==> config.mk <==
export PLATFORM = sky130hd
export DESIGN_NAME = pll_reconfig_sequencer
export DESIGN_NICKNAME = d
export VERILOG_FILES = /design/src/rtl/pll_pkg.sv /design/src/rtl/sync_2ff.sv /design/src/rtl/pll_reconfig_sequencer.sv
export SDC_FILE = /design/constraint.sdc
export NUM_CORES = 1
export LEC_CHECK = 0
export CORE_AREA = 2 2 105 77
export CTS_CLUSTER_SIZE = 20
export DETAILED_ROUTE_END_ITERATION = 8
export DIE_AREA = 0 0 107 79
export REMOVE_ABC_BUFFERS = 1
export SLEW_MARGIN = 20
export SYNTH_ARGS = -nofsm -noshare
export SYNTH_HDL_FRONTEND = slang
export SYNTH_HIERARCHICAL = 1
export SYNTH_SLANG_ARGS = --single-unit
==> constraint.sdc <==
create_clock -name i_clk_ahb -period 3.42 [get_ports i_clk_ahb]
set_input_delay 0.513 -clock i_clk_ahb [delete_from_list [all_inputs] [get_ports i_clk_ahb]]
set_output_delay 0.513 -clock i_clk_ahb [all_outputs]
set_load 0.02 [all_outputs]
==> src/rtl/pll_pkg.sv <==
// Shared types and default parameters for the PLL reconfiguration sequencer.
package pll_pkg;

    localparam int unsigned DefDivW         = 8;
    localparam int unsigned DefSettleCycles = 16;
    localparam int unsigned DefLockTimeout  = 1024;

    typedef enum logic [2:0] {
        IDLE      = 3'd0,
        BYPASS    = 3'd1,
        PRST      = 3'd2,
        WAIT_LOCK = 3'd3,
        UNBYP     = 3'd4,
        ERR       = 3'd5
    } pll_seq_state_t;

endpackage

==> src/rtl/sync_2ff.sv <==
// Two-flop synchronizer for a single asynchronous level, reset to 0.
module sync_2ff (
    input  logic clk_i,
    input  logic rst_i,
    input  logic d_i,
    output logic q_o
);

    logic meta_q;
    logic sync_q;

    always_ff @(posedge clk_i or posedge rst_i) begin
        if (rst_i) begin
            meta_q <= 1'b0;
            sync_q <= 1'b0;
        end else begin
            meta_q <= d_i;
            sync_q <= meta_q;
        end
    end

    assign q_o = sync_q;

endmodule

==> src/rtl/pll_reconfig_sequencer.sv <==
// Runs one full PLL reprogram per accepted start: bypass, reset, load dividers,
// wait for stable lock (with timeout), un-bypass; reports busy/done/err.
module pll_reconfig_sequencer
    import pll_pkg::*;
#(
    parameter int unsigned       DIV_W         = DefDivW,
    parameter logic [DIV_W-1:0]  DEF_M         = DIV_W'(1),
    parameter logic [DIV_W-1:0]  DEF_N         = DIV_W'(1),
    parameter int unsigned       SETTLE_CYCLES = DefSettleCycles,
    parameter int unsigned       LOCK_TIMEOUT  = DefLockTimeout
) (
    input  logic             i_clk_ahb,
    input  logic             i_rst_ahb,
    input  logic             i_start,
    input  logic [DIV_W-1:0] i_div_m,
    input  logic [DIV_W-1:0] i_div_n,
    input  logic             i_pll_lock,
    output logic             o_pll_rst,
    output logic             o_pll_bypass,
    output logic [DIV_W-1:0] o_div_m,
    output logic [DIV_W-1:0] o_div_n,
    output logic             o_busy,
    output logic             o_done,
    output logic             o_err
);

    localparam int unsigned CntW      = $clog2(LOCK_TIMEOUT + 1);
    localparam logic [CntW-1:0] SettleCnt = CntW'(SETTLE_CYCLES);
    localparam logic [CntW-1:0] TmoCnt    = CntW'(LOCK_TIMEOUT);

    pll_seq_state_t   state_q, state_d;
    logic [CntW-1:0]  cnt_q, cnt_d, cnt_inc;
    logic [CntW-1:0]  stab_q, stab_d, stab_inc;
    logic [CntW-1:0]  tmo_q, tmo_d, tmo_inc;
    logic             pll_rst_q, pll_rst_d;
    logic             bypass_q, bypass_d;
    logic [DIV_W-1:0] div_m_q, div_m_d;
    logic [DIV_W-1:0] div_n_q, div_n_d;
    logic             busy_q, busy_d;
    logic             done_q, done_d;
    logic             err_q, err_d;
    logic             lock_s;
    logic             start_acc;

    sync_2ff u_lock_sync (
        .clk_i (i_clk_ahb),
        .rst_i (i_rst_ahb),
        .d_i   (i_pll_lock),
        .q_o   (lock_s)
    );

    assign start_acc = (state_q == IDLE) && i_start;

    // Saturating increments; transitions compare the count including the current cycle.
    assign cnt_inc  = (cnt_q  == '1) ? cnt_q  : cnt_q  + 1'b1;
    assign stab_inc = (stab_q == '1) ? stab_q : stab_q + 1'b1;
    assign tmo_inc  = (tmo_q  == '1) ? tmo_q  : tmo_q  + 1'b1;

    always_ff @(posedge i_clk_ahb or posedge i_rst_ahb) begin
        if (i_rst_ahb) begin
            state_q <= IDLE;
            cnt_q   <= '0;
            stab_q  <= '0;
            tmo_q   <= '0;
        end else begin
            state_q <= state_d;
            cnt_q   <= cnt_d;
            stab_q  <= stab_d;
            tmo_q   <= tmo_d;
        end
    end

    always_comb begin
        state_d = state_q;
        case (state_q)
            IDLE:      if (i_start) state_d = BYPASS;
            BYPASS:    if (cnt_inc == SettleCnt) state_d = PRST;
            PRST:      if (cnt_inc == SettleCnt) state_d = WAIT_LOCK;
            WAIT_LOCK: begin
                if (lock_s && (stab_inc == SettleCnt)) begin
                    state_d = UNBYP;
                end else if (tmo_inc == TmoCnt) begin
                    state_d = ERR;
                end
            end
            UNBYP:     if (cnt_inc == SettleCnt) state_d = IDLE;
            ERR:       state_d = IDLE;
            default:   state_d = IDLE;
        endcase
    end

    always_comb begin
        cnt_d  = '0;
        stab_d = '0;
        tmo_d  = '0;
        if (state_d == state_q) begin
            if (state_q inside {BYPASS, PRST, UNBYP}) begin
                cnt_d = cnt_inc;
            end
            if (state_q == WAIT_LOCK) begin
                tmo_d  = tmo_inc;
                stab_d = lock_s ? stab_inc : '0;
            end
        end
    end

    // Output registers take their value from the state being entered.
    always_comb begin
        pll_rst_d = pll_rst_q;
        bypass_d  = bypass_q;
        div_m_d   = div_m_q;
        div_n_d   = div_n_q;
        err_d     = err_q;
        busy_d    = (state_d != IDLE);
        done_d    = (state_q == UNBYP) && (state_d == IDLE);
        if (start_acc) begin
            div_m_d = i_div_m;
            div_n_d = i_div_n;
            err_d   = 1'b0;
        end
        case (state_d)
            BYPASS:    bypass_d = 1'b1;
            PRST: begin
                pll_rst_d = 1'b1;
                bypass_d  = 1'b1;
            end
            WAIT_LOCK: begin
                pll_rst_d = 1'b0;
                bypass_d  = 1'b1;
            end
            UNBYP:     bypass_d = 1'b0;
            ERR: begin
                err_d     = 1'b1;
                pll_rst_d = 1'b1;
                bypass_d  = 1'b1;
            end
            default: ;
        endcase
    end

    always_ff @(posedge i_clk_ahb or posedge i_rst_ahb) begin
        if (i_rst_ahb) begin
            pll_rst_q <= 1'b1;
            bypass_q  <= 1'b1;
            div_m_q   <= DEF_M;
            div_n_q   <= DEF_N;
            busy_q    <= 1'b0;
            done_q    <= 1'b0;
            err_q     <= 1'b0;
        end else begin
            pll_rst_q <= pll_rst_d;
            bypass_q  <= bypass_d;
            div_m_q   <= div_m_d;
            div_n_q   <= div_n_d;
            busy_q    <= busy_d;
            done_q    <= done_d;
            err_q     <= err_d;
        end
    end

    assign o_pll_rst    = pll_rst_q;
    assign o_pll_bypass = bypass_q;
    assign o_div_m      = div_m_q;
    assign o_div_n      = div_n_q;
    assign o_busy       = busy_q;
    assign o_done       = done_q;
    assign o_err        = err_q;

endmodule

# After elaboration in Yosys (flattened, before gate mapping)
# Cells that the tools add are included.
totals:
  regBits: 59
  input_bits: 20
  out_inout_bits: 21
  wordCells: 65
op_classes:
  addsub: 3
  eq_ne: 16
  n_mux: 21
  n_reduce_logical: 12
ops:
  columns: ["operator", "n"]
  rows:
  - ["$mux 11", 10]
  - ["$eq 11x11->1 const B", 4]
  - ["$add 11x1->11 const B", 3]
  - ["$eq 11x5->1 const B", 2]
  - ["$mux 3", 6]
  - ["$pmux 3 s5", 1]
  - ["$eq 3x2->1 const B", 4]
  - ["$eq 3x3->1 const B", 3]
  - ["$eq 3x1->1 const B", 2]
  - ["$logic_not 3->1", 2]
  - ["$reduce_bool 2->1", 3]
  - ["$reduce_bool 3->1", 2]
  - ["$pmux 1 s2", 2]
  - ["$reduce_or 4->1", 1]
  - ["$eq 3x3->1", 1]
  - ["$logic_and 1x1->1", 3]
  - ["$mux 1", 2]
  - ["$reduce_or 2->1", 1]

# Depth between registers and ports, before layout
depth:
  ltp_word: 9
  ltp_mapped: 9
  depth_no_buf: 8

# Cells and area by module
# The synthesis kept the hierarchy.
by_module_without_submodules:
  columns: ["mod", "n_inst", "cells_each", "area_each_um2", "seq_area_each_um2"]
  rows:
  - ["pll_reconfig_sequencer", 1, 294, 2986.6, 1431.4]
  - ["sync_2ff", 1, 3, 53.8, 50.0]

# Worst setup path after synthesis
# OpenSTA, ideal clock, no wires.
synth_timing:
  kind: "register -> register"
  startpoint: "register tmo_q[0]"
  endpoint: "register stab_q[9]"
  setup_time_ns: 0.135
  t_arrival_ns: 2.018
  required_ns: 3.285
  slack_ns: 1.267
  path_stages_with_launch: 10
  n_path_buf: 1
  synth_period_minus_slack_ns: 2.153
  cell_sequence: "dfrtp_1 ha_1 nand4_2 o31a_1 nor3b_2 nand3_1 nor3_2 nand3b_1 buf_4 a211oi_1"
synth_between:
  elab_chain_cells: 8
  word_cells_on_any_way: 9
  cone_classes: "1 x add/sub; 3 x eq/ne; 5 x mux"
synth_rtl:
  columns: ["item", "line", "rtl"]
  rows:
  - ["start, declared", "pll_reconfig_sequencer.sv:34", "logic [CntW-1:0] tmo_q, tmo_d, tmo_inc;"]
  - ["start signal, assigned", "pll_reconfig_sequencer.sv:69", "tmo_q <= tmo_d;"]
  - ["$add 11x1->11 or $eq 11x11->1 (tied branches)", "pll_reconfig_sequencer.sv:57", "assign tmo_inc = (tmo_q == '1) ? tmo_q : tmo_q + 1'b1;"]
  - ["$mux 11 *", "pll_reconfig_sequencer.sv:57", null]
  - ["$eq 11x11->1 *", "pll_reconfig_sequencer.sv:82", "end else if (tmo_inc == TmoCnt) begin"]
  - ["$mux 3 *", "pll_reconfig_sequencer.sv:82", null]
  - ["$mux 3 *", "pll_reconfig_sequencer.sv:80", "if (lock_s && (stab_inc == SettleCnt)) begin"]
  - ["$pmux 3 s5 *", "pll_reconfig_sequencer.sv:75", "case (state_q)"]
  - ["$eq 3x3->1 *", "pll_reconfig_sequencer.sv:96", "if (state_d == state_q) begin"]
  - ["$mux 11 *", "pll_reconfig_sequencer.sv:96", null]
  - ["net stab_d[9]", "pll_reconfig_sequencer.sv:33", "logic [CntW-1:0] stab_q, stab_d, stab_inc;"]
  - ["end signal, assigned", "pll_reconfig_sequencer.sv:68", "stab_q <= stab_d;"]
  - ["end, declared", "pll_reconfig_sequencer.sv:33", null]
# The timed path passes the listed nets; every way through them passes the cells marked *.
# A chain may end at the register's enable or synchronous reset.

# Worst setup path in the final report
layout_timing:
  startpoint: "register tmo_q[0]"
  endpoint: "register stab_q[4]"
# The elaborated chain is that of the path after synthesis.

==> metrics <==
per-instance average area after synthesis 10.2 um^2; IR drop worst, VDD between 200 and 250 uV; final clock skew approximately 0.0095 ns; Register-to-Register Path Depth 8; DR vias between 2000 and 2500; area share of and/or/nand/nor cells after synthesis 0.213; maximum number of pins on one net before global-route repair 33; achievable clock frequency 376 MHz; # port buffers 40; fraction of synthesized cell area in xor and xnor cells 0.0346; beginning of the critical path tmo_q[0]; switching power total around 330 uW; yosys synthesis warning count 6; data required time at the worst endpoint ~3.6 ns; crit path max-delay cell type sky130_fd_sc_hd__dfrtp_1; global-route wire length before repair 10900 um; largest cells by area after synthesis sky130_fd_sc_hd__dfrtp_1 (45%), sky130_fd_sc_hd__mux2_2 (6.7%), sky130_fd_sc_hd__nor2_1 (4.7%); r2r setup slk 0.76 ns; Routed WL per cell 14.3 um; CTS-repair resized insts 0; Seq pwr share 0.517; Crit path depth 8; clock transition at the registers of the reported paths 0.07 ns; number of filler cells placed in the layout 714; portion of synthesized cell area occupied by the leading cell type 0.453; kind of cell adding the most delay to the critical path simple AND/OR/NAND/NOR gates; Initial Util 0.404; placeable core region 7530 um^2; number of antenna violations at the first check in global routing 0; highest cell delay on the worst timing path 0.44 ns; share of total power in the clock network 0.416; number of DRC markers after the initial detailed-route iteration ~80; number of buffers and inverters on the critical path 0; ys async rst share 1.00; count of endpoints failing hold in the final timing report 0; share of cell area taken by muxes after synthesis 0.0864; worst reg2reg path endpoint stab_q[4]; beginning of the worst hold path u_lock_sync/meta_q; ant diodes 0; switching part of the total power 0.240; most repeated cell in the gate-level netlist after synthesis sky130_fd_sc_hd__dfrtp_1; number of synthesized register bits 59; number of different library cells in the post-synthesis netlist 55; transition at the pin with the smallest max-transition slack 0.588 ns; ratio of total power to cell area 374 nW/um^2; status complete, no violations; buffer depth of the longest clock path 2; leakage power 0.00152 uW; crit path capture type flip-flop; number of setup buffers added after CTS 0; crit path time final roughly 2.7 ns; normalized max-slew margin 0.607; startpoint of the worst-slack reg-to-reg timing path tmo_q[0]; Setup-failing EPs final 0; Die Footprint 8450 um^2; root cell of the clock tree sky130_fd_sc_hd__clkbuf_8; height of the die 79 um; number of pins exceeding their max-slew limit in the final report 0; sort of element at the start of the critical path flip-flop; aggregate negative setup slack 0 ns; Synth Area in Adders 0.0123; sequential cell area fraction in the yosys report 0.487; Worst Hold Class flip-flop to flip-flop; dominant combinational cell family by area after synthesis simple AND/OR/NAND/NOR gates; total power 1400 uW; die extent in x 107 um; internal power contribution about 1100 uW; area fraction in compound gates after synthesis 0.135; combinational share of power 0.067; number of global-route vias before repair 2271; max cap viols 0; largest fanout of any net on the critical path 11; relative area change from synthesis to final layout 22.9%; synthesized instance count 297; Commonest cells post-synth sky130_fd_sc_hd__dfrtp_1 (55), sky130_fd_sc_hd__nor2_1 (38), sky130_fd_sc_hd__nand2_1 (22); critical path arrival 2.86 ns; post-synth design cell area 3040 um^2; final worst-path cycle share 0.777; number of hold buffers added after cts 0; overflow left after global routing 0; number of cell rows 27; Post-synth EDFFs 0; endpoint of the most critical setup path stab_q[4]; dpl hpwl 4580 um; number of sinks on the clock net 59; unrepaired setup endpoints after global routing no; share of post-route cells with drive strength above 1 0.162; CTS tree built; drt first pass iters 4; number of top-level pins 41; number of nets in the layout 363; remaining number of nets flagged by the antenna check after routing 0; Skew-Pair Late Insertion Delay around 0.35 ns; ordered list of cells on the worst path ha_1 -> nand4_2 -> o31a_1 -> nor3b_2 -> nand3_1 -> nor3_2 -> nand3b_1 -> nor3_1; total wire length around 6400 um; global-route total usage across every layer 0.166; mean number of vias per cell 5.29; Residual DRC 0; Synth area leader sky130_fd_sc_hd__dfrtp_1; start-to-end type of the worst setup path flip-flop to flip-flop; flip-flop cell with the highest count after synthesis sky130_fd_sc_hd__dfrtp_1; Routability Congestion between 0.8 and 0.9; CTS Buf Count 9; Max H-tree Level 3
placed cells by master (no fill, tap or decap), types with 2 or more instances in the layout:
master / n
sky130_fd_sc_hd__or3_1: 4
sky130_fd_sc_hd__xor2_1: 6
sky130_fd_sc_hd__nand2b_1: 3
sky130_fd_sc_hd__a211oi_1: 5
sky130_fd_sc_hd__dfstp_2: 4
sky130_fd_sc_hd__clkdlybuf4s50_1: 40
sky130_fd_sc_hd__nor4b_1: 2
sky130_fd_sc_hd__dfrtp_1: 55
sky130_fd_sc_hd__xnor2_1: 6
sky130_fd_sc_hd__o21bai_1: 2
sky130_fd_sc_hd__clkinvlp_4: 2
sky130_fd_sc_hd__ha_1: 3
sky130_fd_sc_hd__nand2_1: 22
sky130_fd_sc_hd__nor2_1: 38
sky130_fd_sc_hd__mux2_2: 18
sky130_fd_sc_hd__o2111ai_1: 2
sky130_fd_sc_hd__nand3b_1: 3
sky130_fd_sc_hd__o21ai_0: 11
sky130_fd_sc_hd__nand4_1: 11
sky130_fd_sc_hd__nor3_2: 4
sky130_fd_sc_hd__a31oi_1: 7
sky130_fd_sc_hd__a21oi_1: 12
sky130_fd_sc_hd__a21boi_0: 3
sky130_fd_sc_hd__nand3_2: 2
sky130_fd_sc_hd__clkinv_2: 2
sky130_fd_sc_hd__o311ai_0: 2
sky130_fd_sc_hd__inv_1: 10
sky130_fd_sc_hd__and3_1: 3
sky130_fd_sc_hd__mux2i_1: 6
sky130_fd_sc_hd__clkbuf_8: 11
sky130_fd_sc_hd__buf_4: 2
sky130_fd_sc_hd__nor3_1: 6
sky130_fd_sc_hd__nand3_1: 11
registers in the layout (all words and copies together), names as in the netlist, 3 cells and up:
signal and cells:
cnt_q 11, o_div_m 8, o_div_n 8, stab_q 11, state_q 3, tmo_q 11
through the flow:
stage	utilization	std cells	instance area, um^2	setup slack [ns]	hold slack (ns)
2_1_floorplan	-	286	2990	1.22	0.254
3_3_place_gp	0.472	430	3560	0.866	0.335
3_5_place_dp	0.472	430	3560	0.796	0.339
4_1_cts	0.496	446	3740	0.749	0.354
5_1_grt	0.496	446	3740	0.534	0.357
6_report	0.496	446	3740	0.764	0.351
how the worst min path moves through the flow:
| stage | endpoint | slack, ns | cells after the start |
|---|---|---|---|
| global route | u_lock_sync/q_o | 0.36 | 0 |
| finish | u_lock_sync/q_o | 0.35 | 0 |
| detailed placement | u_lock_sync/q_o | 0.34 | 0 |
| CTS | u_lock_sync/q_o | 0.35 | 0 |
| floorplan | u_lock_sync/meta_q | 0.25 | 1 |
| global placement | u_lock_sync/q_o | 0.33 | 0 |
per-layer routing:
metal / vias up / global-route usage / routed length (um)
li1: 1171 / - / -
met3: 8 / 0.0796 / 490
met1: 1124 / 0.236 / 3270
met2: 58 / 0.226 / 2570
met5: - / 0 / 0
met4: 0 / 0.0364 / 45
cells by family after synthesis:
family	Yosys count
AND/OR/NAND/NOR	118
XOR/XNOR	12
adder cells (fa/ha/maj)	3
multiplexers	24
flip-flops	59
buffers and inverters	22
AO/OA/AOI/OAI	59
power groups by stage:
stage / Sequential (uW) / Combinational [uW] / Clock [uW]
finish: 722 / 93.1 / 582
global route: 724 / 101 / 638
CTS: 722 / 95.6 / 598
detailed placement: 735 / 95.0 / 0
global placement: 734 / 94.5 / 0
floorplan: 746 / 29.0 / 0
final cells by class:
class,instances,area [um^2],area share
multi-input combinational,216,1470,0.394
sequential,59,1480,0.396
timing repair buffer,43,435,0.117
clock buffer,12,155,0.0415
inverter,11,41.3,0.0110
clock inverter,4,25.0,0.00670
tap,101,126,0.0338
No activity file was read; power rests on OpenSTA's default activity.
